### config.mk
export PLATFORM = sky130hd
export DESIGN_NAME = branch_target_buffer_flat
export DESIGN_NICKNAME = d
export VERILOG_FILES = /design/src/rtl/btb_pkg.sv /design/src/rtl/branch_target_buffer_if.sv /design/src/rtl/btb_pht.sv /design/src/rtl/branch_target_buffer.sv /design/src/flat_wrapper.sv
export SDC_FILE = /design/constraint.sdc
export NUM_CORES = 2
export LEC_CHECK = 0
export BUFFER_PORTS_ARGS = -buffer_cell sky130_fd_sc_hd__buf_2
export CORE_ASPECT_RATIO = 0.5
export CORE_UTILIZATION = 48
export DETAILED_ROUTE_END_ITERATION = 7
export PLACE_DENSITY = 0.65
export SETUP_SLACK_MARGIN = 0.3
export SYNTH_ARGS = -nofsm -noshare
export SYNTH_HDL_FRONTEND = slang
export SYNTH_SLANG_ARGS = --single-unit
### constraint.sdc
create_clock -name clk_i -period 5.2 [get_ports clk_i]
set_input_delay 0.26 -clock clk_i [delete_from_list [all_inputs] [get_ports clk_i]]
set_output_delay 0.26 -clock clk_i [all_outputs]
set_load 0.02 [all_outputs]
### src/rtl/btb_pkg.sv
// Shared types and constants for the branch target buffer: 2-bit direction counter
// encoding, the target-table entry layout and the saturating counter update.
package btb_pkg;

  localparam logic [1:0] CNT_SNT = 2'b00;
  localparam logic [1:0] CNT_WNT = 2'b01;
  localparam logic [1:0] CNT_WT  = 2'b10;
  localparam logic [1:0] CNT_ST  = 2'b11;
  localparam logic [1:0] CNT_RST = CNT_WNT;

  // Fields are sized for the widest supported PC; narrower instances zero-extend and
  // the constant upper bits are trimmed by synthesis.
  localparam int unsigned BTB_MAX_W = 64;

  typedef struct packed {
    logic                 valid;
    logic [BTB_MAX_W-1:0] tag;
    logic [BTB_MAX_W-1:0] target;
  } btb_entry_t;

  function automatic logic [1:0] cnt_sat_update(logic [1:0] cnt, logic taken);
    if (taken) begin
      return (cnt == CNT_ST) ? CNT_ST : cnt + 2'd1;
    end
    return (cnt == CNT_SNT) ? CNT_SNT : cnt - 2'd1;
  endfunction

endpackage

### src/rtl/branch_target_buffer_if.sv
// Fetch-lookup and resolution-update bundle between the pipeline and the branch target
// buffer. The master modport is the pipeline side, the slave modport the predictor side.
interface branch_target_buffer_if #(
  parameter int unsigned ADDR_W = 32,
  parameter int unsigned GHR_W  = 4,
  parameter int unsigned STAT_W = 16
);

  logic              flush_i;
  logic [ADDR_W-1:0] lookup_pc_i;
  logic              pred_hit_o;
  logic              pred_taken_o;
  logic [ADDR_W-1:0] pred_target_o;
  logic [GHR_W-1:0]  pred_ghr_o;
  logic              upd_valid_i;
  logic [ADDR_W-1:0] upd_pc_i;
  logic              upd_taken_i;
  logic [ADDR_W-1:0] upd_target_i;
  logic              upd_pred_taken_i;
  logic [ADDR_W-1:0] upd_pred_target_i;
  logic [GHR_W-1:0]  upd_ghr_i;
  logic              mispredict_o;
  logic [STAT_W-1:0] stat_branch_o;
  logic [STAT_W-1:0] stat_mispred_o;

  modport master (
    output flush_i, lookup_pc_i, upd_valid_i, upd_pc_i, upd_taken_i, upd_target_i,
           upd_pred_taken_i, upd_pred_target_i, upd_ghr_i,
    input  pred_hit_o, pred_taken_o, pred_target_o, pred_ghr_o, mispredict_o,
           stat_branch_o, stat_mispred_o
  );

  modport slave (
    input  flush_i, lookup_pc_i, upd_valid_i, upd_pc_i, upd_taken_i, upd_target_i,
           upd_pred_taken_i, upd_pred_target_i, upd_ghr_i,
    output pred_hit_o, pred_taken_o, pred_target_o, pred_ghr_o, mispredict_o,
           stat_branch_o, stat_mispred_o
  );

endinterface

### src/rtl/btb_pht.sv
// Pattern table: ENTRIES 2-bit saturating direction counters with one combinational
// read port (returns the direction bit) and one trained write port.
module btb_pht
  import btb_pkg::*;
#(
  parameter int unsigned ENTRIES = 16,
  localparam int unsigned IDX_W  = $clog2(ENTRIES)
) (
  input  logic             clk_i,
  input  logic             rst_n,
  input  logic [IDX_W-1:0] rd_idx_i,
  output logic             rd_taken_o,
  input  logic             wr_en_i,
  input  logic [IDX_W-1:0] wr_idx_i,
  input  logic             wr_taken_i
);

  logic [1:0] cnt_q [ENTRIES];

  assign rd_taken_o = cnt_q[rd_idx_i][1];

  always_ff @(posedge clk_i or negedge rst_n) begin
    if (!rst_n) begin
      for (int i = 0; i < ENTRIES; i++) begin
        cnt_q[i] <= CNT_RST;
      end
    end else if (wr_en_i) begin
      cnt_q[wr_idx_i] <= cnt_sat_update(cnt_q[wr_idx_i], wr_taken_i);
    end
  end

endmodule

### src/rtl/branch_target_buffer.sv
// Tagged branch target buffer with 2-bit direction counters and saturating statistics.
// Define BTB_GSHARE_EN to hash the pattern-table index with a global history register.
module branch_target_buffer
  import btb_pkg::*;
#(
  parameter int unsigned ENTRIES = 16,
  parameter int unsigned ADDR_W  = 32,
  parameter int unsigned GHR_W   = 4,
  parameter int unsigned STAT_W  = 16
) (
  input logic                   clk_i,
  input logic                   rst_n,
  branch_target_buffer_if.slave btb
);

  localparam int unsigned IDX_W = $clog2(ENTRIES);
  localparam int unsigned TAG_W = ADDR_W - IDX_W - 2;

  logic [IDX_W-1:0] lk_idx, upd_idx, lk_phi, upd_phi;
  logic [TAG_W-1:0] lk_tag, upd_tag;
  btb_entry_t       tt_q [ENTRIES];
  btb_entry_t       lk_entry;
  logic             lk_cnt_taken;
  logic             mispredict;
  logic [STAT_W-1:0] stat_branch_q, stat_mispred_q;

  assign lk_idx  = btb.lookup_pc_i[IDX_W+1:2];
  assign lk_tag  = btb.lookup_pc_i[ADDR_W-1:IDX_W+2];
  assign upd_idx = btb.upd_pc_i[IDX_W+1:2];
  assign upd_tag = btb.upd_pc_i[ADDR_W-1:IDX_W+2];

  logic unused_upd_pc_lo;
  assign unused_upd_pc_lo = ^btb.upd_pc_i[1:0];

`ifdef BTB_GSHARE_EN
  logic [GHR_W-1:0] ghr_q;

  // History is trained at resolution only, so wrong-path fetches never pollute it.
  always_ff @(posedge clk_i or negedge rst_n) begin
    if (!rst_n) begin
      ghr_q <= '0;
    end else if (btb.upd_valid_i) begin
      ghr_q <= GHR_W'({ghr_q, btb.upd_taken_i});
    end
  end

  assign lk_phi         = lk_idx ^ IDX_W'(ghr_q);
  assign upd_phi        = upd_idx ^ IDX_W'(btb.upd_ghr_i);
  assign btb.pred_ghr_o = ghr_q;
`else
  logic unused_upd_ghr;
  assign unused_upd_ghr = ^btb.upd_ghr_i;
  assign lk_phi         = lk_idx;
  assign upd_phi        = upd_idx;
  assign btb.pred_ghr_o = '0;
`endif

  btb_pht #(
    .ENTRIES (ENTRIES)
  ) u_pht (
    .clk_i      (clk_i),
    .rst_n      (rst_n),
    .rd_idx_i   (lk_phi),
    .rd_taken_o (lk_cnt_taken),
    .wr_en_i    (btb.upd_valid_i),
    .wr_idx_i   (upd_phi),
    .wr_taken_i (btb.upd_taken_i)
  );

  assign lk_entry          = tt_q[lk_idx];
  assign btb.pred_hit_o    = lk_entry.valid && (lk_entry.tag == BTB_MAX_W'(lk_tag));
  assign btb.pred_taken_o  = btb.pred_hit_o && lk_cnt_taken;
  assign btb.pred_target_o = btb.pred_taken_o ? lk_entry.target[ADDR_W-1:0]
                                              : btb.lookup_pc_i + ADDR_W'(4);

  if (ADDR_W < BTB_MAX_W) begin : g_tgt_hi
    logic unused_tgt_hi;
    assign unused_tgt_hi = ^lk_entry.target[BTB_MAX_W-1:ADDR_W];
  end

  // Flush has priority over allocation; not-taken resolutions leave the entry alone.
  always_ff @(posedge clk_i or negedge rst_n) begin
    if (!rst_n) begin
      for (int i = 0; i < ENTRIES; i++) begin
        tt_q[i] <= '0;
      end
    end else if (btb.flush_i) begin
      for (int i = 0; i < ENTRIES; i++) begin
        tt_q[i].valid <= 1'b0;
      end
    end else if (btb.upd_valid_i && btb.upd_taken_i) begin
      tt_q[upd_idx] <= '{valid:  1'b1,
                         tag:    BTB_MAX_W'(upd_tag),
                         target: BTB_MAX_W'(btb.upd_target_i)};
    end
  end

  assign mispredict = btb.upd_valid_i &&
                      ((btb.upd_taken_i != btb.upd_pred_taken_i) ||
                       (btb.upd_taken_i && (btb.upd_target_i != btb.upd_pred_target_i)));
  assign btb.mispredict_o = mispredict;

  always_ff @(posedge clk_i or negedge rst_n) begin
    if (!rst_n) begin
      stat_branch_q  <= '0;
      stat_mispred_q <= '0;
    end else begin
      if (btb.upd_valid_i && (stat_branch_q != '1)) begin
        stat_branch_q <= stat_branch_q + STAT_W'(1);
      end
      if (mispredict && (stat_mispred_q != '1)) begin
        stat_mispred_q <= stat_mispred_q + STAT_W'(1);
      end
    end
  end

  assign btb.stat_branch_o  = stat_branch_q;
  assign btb.stat_mispred_o = stat_mispred_q;

endmodule

### src/flat_wrapper.sv
// flat-port wrapper written by rule: the top's interface ports become plain ports
module branch_target_buffer_flat import btb_pkg::*;
#(
  parameter int unsigned ENTRIES = 16,
  parameter int unsigned ADDR_W  = 32,
  parameter int unsigned GHR_W   = 4,
  parameter int unsigned STAT_W  = 16
)
  (clk_i, rst_n, btb_flush_i, btb_lookup_pc_i, btb_upd_valid_i, btb_upd_pc_i, btb_upd_taken_i, btb_upd_target_i, btb_upd_pred_taken_i, btb_upd_pred_target_i, btb_upd_ghr_i, btb_pred_hit_o, btb_pred_taken_o, btb_pred_target_o, btb_pred_ghr_o, btb_mispredict_o, btb_stat_branch_o, btb_stat_mispred_o);
  branch_target_buffer_if #(.ADDR_W(ADDR_W), .GHR_W(GHR_W), .STAT_W(STAT_W)) btb_i ();
  input logic clk_i;
  input logic rst_n;
  input wire logic [$bits(btb_i.flush_i)-1:0] btb_flush_i;
  input wire logic [$bits(btb_i.lookup_pc_i)-1:0] btb_lookup_pc_i;
  input wire logic [$bits(btb_i.upd_valid_i)-1:0] btb_upd_valid_i;
  input wire logic [$bits(btb_i.upd_pc_i)-1:0] btb_upd_pc_i;
  input wire logic [$bits(btb_i.upd_taken_i)-1:0] btb_upd_taken_i;
  input wire logic [$bits(btb_i.upd_target_i)-1:0] btb_upd_target_i;
  input wire logic [$bits(btb_i.upd_pred_taken_i)-1:0] btb_upd_pred_taken_i;
  input wire logic [$bits(btb_i.upd_pred_target_i)-1:0] btb_upd_pred_target_i;
  input wire logic [$bits(btb_i.upd_ghr_i)-1:0] btb_upd_ghr_i;
  output wire logic [$bits(btb_i.pred_hit_o)-1:0] btb_pred_hit_o;
  output wire logic [$bits(btb_i.pred_taken_o)-1:0] btb_pred_taken_o;
  output wire logic [$bits(btb_i.pred_target_o)-1:0] btb_pred_target_o;
  output wire logic [$bits(btb_i.pred_ghr_o)-1:0] btb_pred_ghr_o;
  output wire logic [$bits(btb_i.mispredict_o)-1:0] btb_mispredict_o;
  output wire logic [$bits(btb_i.stat_branch_o)-1:0] btb_stat_branch_o;
  output wire logic [$bits(btb_i.stat_mispred_o)-1:0] btb_stat_mispred_o;
  assign btb_i.flush_i = btb_flush_i;
  assign btb_i.lookup_pc_i = btb_lookup_pc_i;
  assign btb_i.upd_valid_i = btb_upd_valid_i;
  assign btb_i.upd_pc_i = btb_upd_pc_i;
  assign btb_i.upd_taken_i = btb_upd_taken_i;
  assign btb_i.upd_target_i = btb_upd_target_i;
  assign btb_i.upd_pred_taken_i = btb_upd_pred_taken_i;
  assign btb_i.upd_pred_target_i = btb_upd_pred_target_i;
  assign btb_i.upd_ghr_i = btb_upd_ghr_i;
  assign btb_pred_hit_o = btb_i.pred_hit_o;
  assign btb_pred_taken_o = btb_i.pred_taken_o;
  assign btb_pred_target_o = btb_i.pred_target_o;
  assign btb_pred_ghr_o = btb_i.pred_ghr_o;
  assign btb_mispredict_o = btb_i.mispredict_o;
  assign btb_stat_branch_o = btb_i.stat_branch_o;
  assign btb_stat_mispred_o = btb_i.stat_mispred_o;
  branch_target_buffer #(.ENTRIES(ENTRIES), .ADDR_W(ADDR_W), .GHR_W(GHR_W), .STAT_W(STAT_W)) u_core (.clk_i(clk_i), .rst_n(rst_n), .btb(btb_i));
endmodule
==> metrics.txt <==
Lkg Pwr=25.0 nW; placed cells=4529; grt ovf=0; Pwr Density=368 mW/mm2; crit start category=input port; Slew @ Worst Pin=1180 ps; ANT nets after route=0; number of global-route vias before repair=29700; Hold Path Sink=u_core.tt_q[455]; post-CTS setup buffers=0; initial antenna violation count=14; post-synthesis mux area share=0.376; Sink Count=1008; Cell Area, Synth=0.0483 mm2; max-cap check violation count=0; TritonCTS clock tree=done; DP HPWL=81.3 mm; Synth Area in Adders=0.00119; FF/Latch Area=0.0252 mm2; leading area contributor after synthesis=dfrtp_1; max_slew headroom=0.204; FF-to-FF path depth=8; PortBufs=198; Placed Area=0.0506 mm2; CTS buffer count=93; worst hold path type=input port to flip-flop; Tot GR Track Use=0.264; Area growth syn-to-layout=11.4%; area occupied by multi-input gates=0.0217 mm2; crit-path max cell delay=580 ps; most used cell, CP=buf_4; Slowest cell on crit path=buf_6; synthesized flop and latch total=1008; final WL=132 mm; number of synthesized flops with an enable pin=0; GP Congestion=0.926; largest family of logic cells by synthesized area=multiplexers; Area contributors post-synth=dfrtp_1 (51%), mux2_2 (23%), mux4_2 (12%), mux2i_1 (2.2%), clkbuf_1 (1.2%); Mapped Cells=3199; Worst Path Buf+Inv=4; time the worst path needs with I/O delays and setup=4430 ps; Crit Reg-Reg Endpoint=u_core.btb.stat_mispred_o[13]; Remaining DRCs=20; hold_sp=btb_upd_pc_i[10]; Vias per Instance=6.06; crit share post-route=0.851; Pwr Total=0.0198 W; failing checks=design-rule violations; Synth Flop Type=dfrtp_1; routed via count=28600; core footprint=0.0987 mm2; reg2reg setup slack=2670 ps; post-synthesis xor/xnor area fraction=0.0185; simple-gate share of the synthesized area=0.0306; Synth top cells by count=dfrtp_1 (992), mux2_2 (972), mux4_2 (253); Yosys top cell area share=0.514; I/O pin count=209; peak supply drop=0.281 mV; Synth Warn #=0; Clock Tree Root=clkbuf_16; Filler cells=8005; std cell rows=81; asr flop ratio synth=1.00; design area=0.0538 mm2; final std cells w/o fill=4720; CTS clk-pin slew, worst paths=60 ps; die area=0.102 mm2; CP top delay family=buffers and inverters; FMAX=226 MHz; sequential area share after synthesis=0.522; kind of critical path=input port to output port; first-pass GRT wire length=200 mm; nets=3449; starting density of the core=0.489; Final setup viols=0; Slew Limit Fails=0; post-synthesis compound-gate area fraction=0.0218; status=finished, violations left; chip height=226 um; maximum buffer depth of the clock tree=3; per-cell routed wire length=28.0 um; most numerous cell in the Yosys netlist=dfrtp_1; Critical Path RT=4940 ps; Sum Neg Setup Slack=0 ps; Final Hold Viols=0; largest net degree at the start of global routing=183; share of layout cells above drive strength 1=0.509; Critical Path AT=4170 ps; CP Cell Sequence=buf_6 -> buf_4 -> mux2i_1 -> nand2_1 -> a41oi_1 -> nor4b_1 -> o2111ai_1 -> nor4_2 -> nand4_4 -> buf_4 -> mux2_2 -> buf_2; Syn Area/Cell=15.1 um2; CP Max Fanout=67; RSZ-0062 raised after global routing=no; drt first pass iters=8; DRT iter0 DRCs=2456; FF-to-FF Start=u_core.btb.stat_mispred_o[6]; die width=451 um; post-synth cell types=76; H-Tree Depth=3; worst skew pair latency=690 ps; worst hold path depth=2; CP Capture Type=output port; Setup Skew=17.3 ps
[sequential cells by signal (all words and copies together) (netlist names)]
name                       cells
u_core.tt_q                  944
u_core.u_pht.cnt_q            32
u_core.btb.stat_branch_o      16
u_core.btb.stat_mispred_o     16
[metrics by stage]
stage	hold WS [ps]	worst slack, ps	utilization
after detailed placement	298	829	0.512
after CTS	0.201	822	0.545
final	35.5	774	0.545
after floorplan	-35.6	1980	-
after global placement	287	853	0.512
after global routing	41.1	610	0.545
[per-layer routing]
layer / up-vias / share of wire / GRT usage
met5: - / 0 / 0
met4: 0 / 0.027 / 0.0788
met3: 214 / 0.040 / 0.0357
met2: 638 / 0.47 / 0.419
met1: 15600 / 0.46 / 0.380
li1: 12100 / - / -
[area by class of cell]
| cell class | instances | area share |
|---|---|---|
| sequential | 1008 | 0.469 |
| multi-input combinational | 1887 | 0.404 |
| clock buffer | 135 | 0.0518 |
| timing repair buffer | 284 | 0.0356 |
| tap | 1328 | 0.0309 |
| clock inverter | 33 | 0.00613 |
| inverter | 34 | 0.00242 |
| antenna | 11 | 0.000511 |
[kinds of logic (layout without fill, tap and decap cells)]
logic type	after synthesis	after routing
multiplexers	1361	1361
flip-flops	1008	1008
buffers and inverters	307	486
AND/OR/NAND/NOR	279	279
AO/OA/AOI/OAI	136	136
XOR/XNOR	102	102
adder cells (fa/ha/maj)	5	5
other	1	15
[how the worst max path moves through the flow]
stage                                  endpoint          startpoint  cells past startpoint  slack (ps)
after floorplan           btb_pred_target_o[26]  btb_lookup_pc_i[2]                     10        1980
after global placement    btb_pred_target_o[31]  btb_lookup_pc_i[4]                     11         850
after detailed placement  btb_pred_target_o[20]  btb_lookup_pc_i[4]                     12         830
after CTS                 btb_pred_target_o[20]  btb_lookup_pc_i[4]                     12         820
after global routing      btb_pred_target_o[31]  btb_lookup_pc_i[4]                     12         610
final                     btb_pred_target_o[31]  btb_lookup_pc_i[4]                     12         770
[what timing repair did]
item | in CTS | in global routing
hold endpoints to repair | 162 | 0
resized for setup | 0 | 0
hold buffers | 12 | 0
[where the power goes]
part           switching, W  leakage [nW]  internal [W]
Combinational       0.00146          10.1       0.00169
Sequential         0.000610          13.3       0.00899
Clock               0.00310          1.55       0.00397
[placed cells by master, fill, tap and decap left out, types with 49 or more instances in the layout]
master | netlist | layout
buf_2 | 24 | 194
buf_4 | 16 | 57
clkbuf_16 | 0 | 95
dfrtp_1 | 992 | 992
mux2_2 | 972 | 972
mux2i_1 | 106 | 106
mux4_2 | 253 | 253
nand2_1 | 50 | 50
xnor2_1 | 49 | 49
xor2_1 | 53 | 53
Power figures use the tool's default switching activity.
